File: src/rtl/uart_pkg.sv
// uart_pkg: shared UART state encoding, parity constants and default geometry
package uart_pkg;
    localparam int DATA_WIDTH_DEF = 8;
    localparam int PRESCALE_DEF = 8;
    localparam logic PAR_EVEN = 1'b0;
    localparam logic PAR_ODD = 1'b1;
    typedef enum logic [2:0] {
        IDLE   = 3'd0,
        START  = 3'd1,
        DATA   = 3'd2,
        PARITY = 3'd3,
        STOP   = 3'd4
    } rx_state_t;
endpackage

File: src/rtl/uart_rx_sampler.sv
// uart_rx_sampler: per-bit oversampling counter with 3-sample majority vote
module uart_rx_sampler
    import uart_pkg::*;
#(
    parameter int PRESCALE = PRESCALE_DEF
) (
    input  logic clk,
    input  logic rst,
    input  logic rx_in,
    input  logic run,
    output logic bit_val,
    output logic sample_done,
    output logic bit_end
);
    localparam int CW = $clog2(PRESCALE);
    localparam int H = PRESCALE / 2;
    logic [CW-1:0] edge_cnt;
    logic [2:0] smp;
    assign bit_end = edge_cnt == CW'(PRESCALE - 1);
    assign sample_done = edge_cnt == CW'(H + 2);
    assign bit_val = (smp[0] & smp[1]) | (smp[0] & smp[2]) | (smp[1] & smp[2]);
    always_ff @(posedge clk) begin
        if (!rst) begin
            edge_cnt <= '0;
            smp <= '0;
        end else begin
            edge_cnt <= (!run || bit_end) ? '0 : edge_cnt + 1'b1;
            if (edge_cnt >= CW'(H - 1) && edge_cnt <= CW'(H + 1)) smp <= {rx_in, smp[2:1]};
        end
    end
endmodule

File: src/rtl/uart_rx.sv
// uart_rx: oversampling UART receiver with optional parity and stop-bit check
module uart_rx
    import uart_pkg::*;
#(
    parameter int DATA_WIDTH = DATA_WIDTH_DEF,
    parameter int PRESCALE = PRESCALE_DEF
) (
    input  logic                  clk,
    input  logic                  rst,
    input  logic                  RX_IN,
    input  logic                  PAR_EN,
    input  logic                  PAR_TYP,
    output logic [DATA_WIDTH-1:0] P_DATA,
    output logic                  Data_Valid,
    output logic                  Par_err,
    output logic                  Stp_err
);
    localparam int BW = DATA_WIDTH > 1 ? $clog2(DATA_WIDTH) : 1;
    rx_state_t state, state_nx;
    logic [BW-1:0] bit_cnt;
    logic [DATA_WIDTH-1:0] shreg;
    logic par_en_q, par_typ_q, par_bad;
    logic bit_val, sample_done, bit_end, start_seen, stop_end;
    assign start_seen = state == IDLE && !RX_IN;
    assign stop_end = state == STOP && bit_end;
    uart_rx_sampler #(.PRESCALE(PRESCALE)) u_sampler (
        .clk(clk),
        .rst(rst),
        .rx_in(RX_IN),
        .run(start_seen || state != IDLE),
        .bit_val(bit_val),
        .sample_done(sample_done),
        .bit_end(bit_end)
    );
    always_comb begin
        state_nx = state;
        case (state)
            IDLE:    state_nx = RX_IN ? IDLE : START;
            START:   if (bit_end) state_nx = bit_val ? IDLE : DATA;
            DATA:    if (bit_end && bit_cnt == BW'(DATA_WIDTH - 1)) state_nx = par_en_q ? PARITY : STOP;
            PARITY:  if (bit_end) state_nx = STOP;
            STOP:    if (bit_end) state_nx = IDLE;
            default: state_nx = IDLE;
        endcase
    end
    always_ff @(posedge clk) begin
        if (!rst) begin
            state <= IDLE;
            bit_cnt <= '0;
            shreg <= '0;
            par_en_q <= 1'b0;
            par_typ_q <= 1'b0;
            par_bad <= 1'b0;
            P_DATA <= '0;
            Data_Valid <= 1'b0;
            Par_err <= 1'b0;
            Stp_err <= 1'b0;
        end else begin
            state <= state_nx;
            bit_cnt <= state == DATA ? (bit_end ? bit_cnt + 1'b1 : bit_cnt) : '0;
            if (state == DATA && sample_done) shreg[bit_cnt] <= bit_val;
            if (start_seen) begin
                par_en_q <= PAR_EN;
                par_typ_q <= PAR_TYP;
                par_bad <= 1'b0;
            end
            if (state == PARITY && sample_done) par_bad <= (^shreg ^ par_typ_q) != bit_val;
            Stp_err <= stop_end && !bit_val;
            Par_err <= stop_end && bit_val && par_bad;
            Data_Valid <= stop_end && bit_val && !par_bad;
            if (stop_end && bit_val && !par_bad) P_DATA <= shreg;
        end
    end
endmodule

File: config.mk
export PLATFORM = sky130hd
export DESIGN_NAME = uart_rx
export DESIGN_NICKNAME = d
export VERILOG_FILES = /design/src/rtl/uart_pkg.sv /design/src/rtl/uart_rx_sampler.sv /design/src/rtl/uart_rx.sv
export SDC_FILE = /design/constraint.sdc
export NUM_CORES = 1
export LEC_CHECK = 0
export ABC_AREA = 1
export CORE_MARGIN = 2
export CORE_UTILIZATION = 25
export CTS_CLUSTER_SIZE = 20
export DETAILED_ROUTE_END_ITERATION = 7
export HOLD_SLACK_MARGIN = 0.03
export PLACE_DENSITY = 0.42
export SETUP_SLACK_MARGIN = 0.5
export SYNTH_ARGS = -nofsm -noshare
export SYNTH_HDL_FRONTEND = slang
export SYNTH_SLANG_ARGS = --single-unit
File: constraint.sdc
create_clock -name clk -period 2.07 [get_ports clk]
set_input_delay 0.414 -clock clk [delete_from_list [all_inputs] [get_ports clk]]
set_output_delay 0.414 -clock clk [all_outputs]
set_load 0.05 [all_outputs]
# Word-level counts from Yosys, hierarchy flattened
# Index checks and enable logic that the tools add are counted.
# totals
ff_bits,34
out_inout_bits,11
elab_cells,74
# classes
add_sub_neg,2
n_lt_le_gt_ge,4
eq_ne,12
muxes,13
bitwise_logic,7
reduce_logical,24
# op_table
operator,count
$mux W3,5
$pmux W3 S5,1
$eq A3 B3 Y1 const B,4
$logic_and A1 B1 Y1,11
$bwmux W8,1
$ne A2 B2 Y1 const B,4
$reduce_xor A8 Y1,1
$add A3 B1 Y3 const B,2
$eq A3 B2 Y1 const B,2
$logic_not A1 Y1,4
$lt A3 B4 Y1 const B,1
$mux W1,4
$reduce_and A4 Y1,1
$and A1 B1 Y1,3
$demux W1 S3,1
$eq A3 B1 Y1 const B,1
$ge A3 B1 Y1 const B,1
$ge A3 B2 Y1 const B,1
$le A3 B3 Y1 const B,1
$logic_not A3 Y1,1
$reduce_bool A3 Y1,1
$logic_or A1 B1 Y1,2
$mux W2,1
$or A1 B1 Y1,2
other kinds (6),6

# Longest topological paths before layout
# Gate-level depths: netlist (run 1).
# logic_depth
word_depth,6
mapped_depth,10
ltp_nobuf,10

# Cells and area by module
# A second synthesis (run 1) with hierarchy kept.
# unflattened
cells_unflattened,238
hier_area_um2,1739.2
# by_module_without_submodules
module,instances,cells_per_inst,area_each_um2,seq_area_each_um2
uart_rx,1,195,1405.1,560.5
uart_rx_sampler,1,43,334.1,120.1

# Worst setup path after synthesis (run 1)
# OpenSTA, ideal clock, no wires.
# synth_path
path_kind,flip-flop to flip-flop
from,reg u_sampler.edge_cnt[0]
to,reg P_DATA[3]
setup_time_ns,0.066
arrival_ns,1.511
required_time_ns,2.004
slack_ns,0.492
stages_incl_launch_ff,10
path_buffers,1
cell_sequence,dfxtp_1 > ha_1 > ha_1 > inv_1 > nor2_1 > nand3_4 > clkinv_4 > buf_12 > o21ai_2 > a21oi_2
# synth_between
elab_chain_cells,4
# synth_lines
item,line_no,source
"start, declared",uart_rx_sampler.sv:17,logic [CW-1:0] edge_cnt;
"start signal, assigned",uart_rx_sampler.sv:27,edge_cnt <= (!run || bit_end) ? '0 : edge_cnt + 1'b1;
$eq A3 B3 Y1,uart_rx_sampler.sv:19,assign bit_end = edge_cnt == CW'(PRESCALE - 1);
$logic_and A1 B1 Y1,uart_rx.sv:25,assign stop_end = state == STOP && bit_end;
$logic_and A1 B1 Y1 (2 in a row),uart_rx.sv:71,if (stop_end && bit_val && !par_bad) P_DATA <= shreg;
"end signal, assigned",uart_rx.sv:71,
"end, declared",uart_rx.sv:13,"output logic [DATA_WIDTH-1:0] P_DATA,"
# Every way passes these cells.
# A chain may end at the register's enable or synchronous reset.

# Final worst setup path (run 1)
# layout_path
from,reg Par_err
to,out Par_err
# layout_lines
item,line_no,source
"start, declared",uart_rx.sv:15,"output logic Par_err,"
"start signal, assigned",uart_rx.sv:69,Par_err <= stop_end && bit_val && par_bad;
# No word-level cell between the ends.

==> impl_results.md, run 1 <==
* Layout cells sized above 1 at 13.06%
* Max-Cap Viols at 0
* Critical path endpoint category: output pin
* Slowest stage delay, CP at 0.52 ns
* Vias per Instance at 4.362
* Starting density of the core at between 20% and 30%
* Sequential area share after synthesis at 39.94%
* Clk slew on worst S/H paths at 0.08 ns
* Clock buffer depth at 2
* Drt pass-1 iters at 4
* Worst path slowest cell: dlygate4sd2_1
* Grt total ovfl at 0
* Antenna-violating nets left at 0
* Pin count of the biggest net entering global routing at 15
* Most frequent cells in the layout: nand2_1, nor2_1, inv_1
* Worst-Margin Slew at ~0.5 ns
* Status: completed
* Min-delay worst type: flop to flop
* Worst EP arrival at 1.13 ns
* Wire length per cell at about 11 µm
* PD cells at 784.8 nW/µm²
* Tmin final at 1.541 ns
* Synth Warn # at 0
* Clock Latency Late Sink at between 0.2 and 0.3 ns
* Fin nets at between 200 and 300
* Area Overhead vs Synth at 21.37%
* Top Ports at 16
* WS Path Type: flop to output pin
* Mapped Area at 1704 µm²
* Antenna diode count at 0
* H-tree levels at 2
* Num CTS Buffers at 5
* CTS root buffer: clkbuf_8
* Die width at 86.56 µm
* First-pass GRT wire length at between 6000 and 7000 µm
* Site row count at 30
* Cells after Synth at 244
* Crit path required time at 1.66 ns
* Crit path buf inv count at 1
* CP delay by family, top: buffers and inverters
* Hold-fix buffers, CTS at 0
* VDD IR max at around 0.00023 V
* Crit path max fanout at 1
* Total power at 1.623 mW
* Commonest non-fill, non-tap cell in the layout: nand2_1
* Sum of negative setup slack at 0 ns
* Startpoint Class: flop
* Final core occ at 30.96%
* Via count at 1518
* GP Congestion at 0.7306
* Fin. max-slew vios at 0
* Final worst path period share at 74.46%
* Final hold violations at 0
* Total track usage at 10.95%
* Initial antenna violation count at 0
* Die Ht at approximately 87 µm
* # clock sinks at 34
* Vias in the first global route at 1407
* Netlist cell types at 21
* Syn Area/Cell at roughly 7.0 µm²
* Die area at around 7500 µm²
* Detail Placement HPWL at 2859 µm
* F_max at 648.8 MHz
* Slew HR at 67.00%
* Core area at 6681 µm²
* Unrepaired setup endpoints after global routing: yes
* Clock Skew at 0.007585 ns
* Leak pwr at 0.9029 nW
* DRT iter0 DRCs at 47
* R2R Setup Slk at approximately 0.61 ns
* Syn Nets at 256
* Cell Chain, Critical Path: dlygate4sd2_1
* Post-synthesis register bit count at 34
* IO Port Bufs at 15
* Drc violations at 0
* Final setup fails at 0
* CTS tree: yes
* Routed wire length at around 3800 µm
## registers in the layout, summed over array words and instances (netlist names)
register / flops
Data_Valid: 1
P_DATA: 8
shreg: 8
par_en_q: 1
state: 3
Par_err: 1
u_sampler.edge_cnt: 3
bit_cnt: 3
par_typ_q: 1
par_bad: 1
Stp_err: 1
u_sampler.smp: 3
## power breakdown
part | internal [mW] | switching [mW] | total [mW] | leakage, nW
Clock | 0.267 | 0.260 | 0.528 | 0.0472
Sequential | 0.718 | 0.0624 | 0.781 | 0.276
Combinational | 0.113 | 0.202 | 0.315 | 0.579
Total | 1.10 | 0.524 | 1.62 | 0.903
## kinds of logic (layout without fill, tap and decap cells)
| family | count (synthesis) | in the layout | synth area share [%] |
|---|---|---|---|
| AO/OA/AOI/OAI | 54 | 54 | 17.55 |
| XOR/XNOR | 2 | 2 | 1.028 |
| flip-flops | 34 | 34 | 39.94 |
| adder cells (fa/ha/maj) | 7 | 7 | 5.139 |
| AND/OR/NAND/NOR | 109 | 109 | 26.73 |
| buffers and inverters | 38 | 62 | 9.618 |
## what timing repair did
item | 4_1_cts | 5_1_grt
resized for setup | 20 | 20
setup buffers | 0 | 1
setup endpoints to repair | 19 | 25
endpoints found under the hold margin | 0 | 0
gates cloned | 0 | 1
## cells in the mapped netlist
cell      instances  area share [%]
a21oi_1          23             6.8
a21oi_2           2             1.0
a21oi_4           1            0.95
buf_12            1             1.2
clkbuf_1          2            0.44
clkinv_4          1            0.51
dfxtp_1          34              40
ha_1              7             5.1
inv_1            34             7.5
nand2_1          47              10
nand2_2           1            0.37
nand3_1          17             5.0
nand3_4           1             1.0
nand3b_1          1            0.44
nor2_1           38             8.4
nor3_1            4             1.2
o211ai_1          1            0.44
o21ai_0          25             7.3
o21ai_2           2             1.0
xnor2_1           1            0.51
xor2_1            1            0.51
## final cells by class
type                    instances  area [µm²]
fillers                       735        4613
flip-flops and latches         34       685.7
inverters                      35       143.9
clock inverters                 2       12.51
multi-input cells             172       889.6
repair inverters                1       8.758
well taps                      80       100.1
clock buffers                   6       82.58
repair buffers                 18       145.1
## layer usage
metal  vias up  global-route usage [%]  share of wire (%)
met2        17                   16.22                 42
met5         -                       0                  0
li1        829                       -                  -
met4         0                   5.256                1.4
met3         6                   2.857                3.5
met1       666                   14.75                 53
## metrics by stage
step / setup slack (ns) / hold WS, ns / instances / cell area, µm²
floorplan: 0.5413 / 0.4417 / 244 / 1707
global placement: 0.4388 / 0.4685 / 338 / 1944
detailed placement: 0.4025 / 0.4666 / 338 / 1944
CTS: 0.4660 / 0.4501 / 346 / 2047
global route: 0.4834 / 0.4666 / 348 / 2068
finish: 0.5288 / 0.4436 / 348 / 2068
## path summary, 6_finish.rpt
kind / startpoint / to / cells after the start
worst max-delay path: Par_err / Par_err / 1
worst max register to register: bit_cnt[0] / state[2] / 6
worst min-delay path: u_sampler.edge_cnt[0] / u_sampler.edge_cnt[0] / 1
worst min register to register: u_sampler.edge_cnt[0] / u_sampler.edge_cnt[0] / 1
Note: power is estimated with default switching activity, not from simulation.
==> run 2: changes to the inputs <==
clock period = 1.6 ns   (was 2.07 ns; I/O delays follow)
==> run 2 against run 1 <==
  * Global-route usage rose by 1.1 points
  * Non-clock buffer count rose by 23
  * Sequential cell count did not move
  * First-iteration DRC count rose by 49%
  * Via count rose by 11%
  * Critical path type is now flop to flop
  * Register-to-register slack got worse by 0.35 ns
  * Sequential share of layout area fell by 5.8 points
==> impl_results.md, run 2 (same netlist as run 1, synthesis figures left out) <==
* Worst flop-to-flop path endpoint: P_DATA[7]
* Final worst path period share at a little over four fifths
* R2R cell count at 8
* Busiest grt layer: met2
* Unrepaired setup endpoints after global routing: yes
* Commonest non-fill, non-tap cell in the layout: nand2_1
* Vias in the first global route at ~1600
* DRT iter0 DRCs at 70
* Area Overhead vs Synth at 53.97%
* Max-Cap Viols at 0
* Most frequent cells in the layout: nand2_1, inv_1, nor2_1
* WHS Path Cells at 3
* Worst-Margin Slew at about 0.35 ns
* Antenna-violating nets left at 0
* Grt total ovfl at 0
* Starting density of the core at 25.51%
* Final hold violations at 0
* Clk slew on worst S/H paths at 0.07 ns
* Hold-fix buffers, CTS at 0
* Multi-input gate area at 1094 µm²
* Reg2reg start: u_sampler.edge_cnt[0]
* H-tree levels at 2
* First-pass GRT wire length at 6941 µm
* Num CTS Buffers at 5
* Layout cells sized above 1 at ~43%
* Fin nets at 301
* Top Ports at 16
* Wire length per cell at 11.68 µm
* Pin count of the biggest net entering global routing at 16
* Crit path required time at 1.78 ns
* Vias per Instance at roughly 4.5
* Cell Chain, Critical Path: ha_4 > ha_4 > inv_4 > nor2_4 > nand3_4 > clkinv_8 > o21ai_0 > a21oi_1
* Antenna diode count at 0
* IO Port Bufs at 15
* Drc violations at 0
* Final setup fails at 0
* VDD IR max at ~0.00044 V
* Die width at 86.56 µm
* Leak pwr at 1.111 nW
* M2 GR Usage at between 20 and 25%
* Die area at 7493 µm²
* Tmin final at 1.339 ns
* Startpoint Class: flop
* Final worst slack at 0.2605 ns
* Initial antenna violation count at 0
* Slowest stage delay, CP at about 0.36 ns
* Min-Delay Endpoint: u_sampler.smp[2]
* Min-delay worst type: primary input to flop
* Worst EP arrival at 1.52 ns
* Fill cell total of the finished layout at between 600 and 700
* Crit path max fanout at 14
* Total track usage at about 12%
* Clock Skew at approximately 0.009 ns
* Slew HR at 76.78%
* Status: completed
* Die Ht at 86.56 µm
* Worst Hold Launch: RX_IN
* Clock buffer depth at 2
* Critical path endpoint category: flop
* Top Registers: P_DATA: 8 flops, shreg: 8 flops
* CTS tree: yes
* R2R Setup Slk at approximately 0.26 ns
* Site row count at 30
* Fin. max-slew vios at 0
* Met3 Usage GRT at 3.714%
* Worst path most repeated cell: ha_4
* Worst slack, placed at between 0.1 and 0.15 ns
* Worst path slowest cell: dfxtp_4
* Clock Latency Late Sink at 0.29 ns
* Drt pass-1 iters at 6
* GP Congestion at 0.8181
* Detail Placement HPWL at 2927 µm
* Global-route track usage on met1 at 12.42%
* F_max at 746.6 MHz
* CTS root buffer: clkbuf_8
* WS Path Type: flop to flop
* Via count at 1678
* Routed wire length at 4323 µm
* Sum of negative setup slack at 0 ns
* FF+latch area at 716.9 µm²
* Core area at 6681 µm²
* # clock sinks at 34
* PD cells at 991.5 nW/µm²
[run 2: what timing repair did]
action,in CTS,in global routing
resized for setup,73,47
setup buffers,17,6
setup endpoints to repair,43,45
pin swaps,17,21
[run 2: metal layers]
metal	routed length (µm)	up-vias
li1	-	882
met1	1848	775
met2	2318	16
met3	110	5
met4	47	0
met5	0	-
[run 2: worst max path at each step]
| stage | slack (ns) | startpoint | end |
|---|---|---|---|
| 6_report | 0.26 | u_sampler.edge_cnt[0] | P_DATA[7] |
| 5_1_grt | 0.19 | u_sampler.edge_cnt[1] | P_DATA[7] |
| 4_1_cts | 0.26 | u_sampler.edge_cnt[0] | P_DATA[0] |
| 3_5_place_dp | 0.14 | RX_IN | par_en_q |
| 3_3_place_gp | 0.19 | u_sampler.edge_cnt[0] | P_DATA[2] |
| 2_1_floorplan | 0.29 | u_sampler.edge_cnt[0] | P_DATA[3] |
[run 2: final cells by class]
cell class | instances | area share (%)
timing repair buffer | 41 | 16.26
clock buffer | 5 | 2.623
tap | 80 | 3.815
multi-input combinational | 172 | 41.68
inverter | 35 | 5.675
clock inverter | 3 | 2.623
sequential | 34 | 27.32
[run 2: report_power, final]
group / switching (mW) / internal, mW
clock: 0.342 / 0.624
sequential: 0.0984 / 0.940
combinational: 0.347 / 0.250
total: 0.788 / 1.81
[run 2: worst max-delay path: cells and delay by family (launching register included)]
| kind | cells | cell delay [ns] |
|---|---|---|
| flops | 1 | 0.36 |
| buf+inv | 2 | 0.15 |
| fa+ha+maj | 2 | 0.34 |
| compound gates | 2 | 0.21 |
| simple gates | 2 | 0.16 |
[run 2: metrics by stage]
stage / util, % / power [mW] / instance area (µm²) / std cells / hold slack [ns]
6_report: 39.27 / 2.601 / 2624 / 370 / 0.4577
5_1_grt: 39.27 / 2.732 / 2624 / 370 / 0.4975
4_1_cts: 36.46 / 2.539 / 2436 / 364 / 0.4687
3_5_place_dp: 29.44 / 1.443 / 1967 / 339 / 0.4594
3_3_place_gp: 29.44 / 1.456 / 1967 / 339 / 0.4565
2_1_floorplan: - / 1.335 / 1749 / 244 / 0.4427
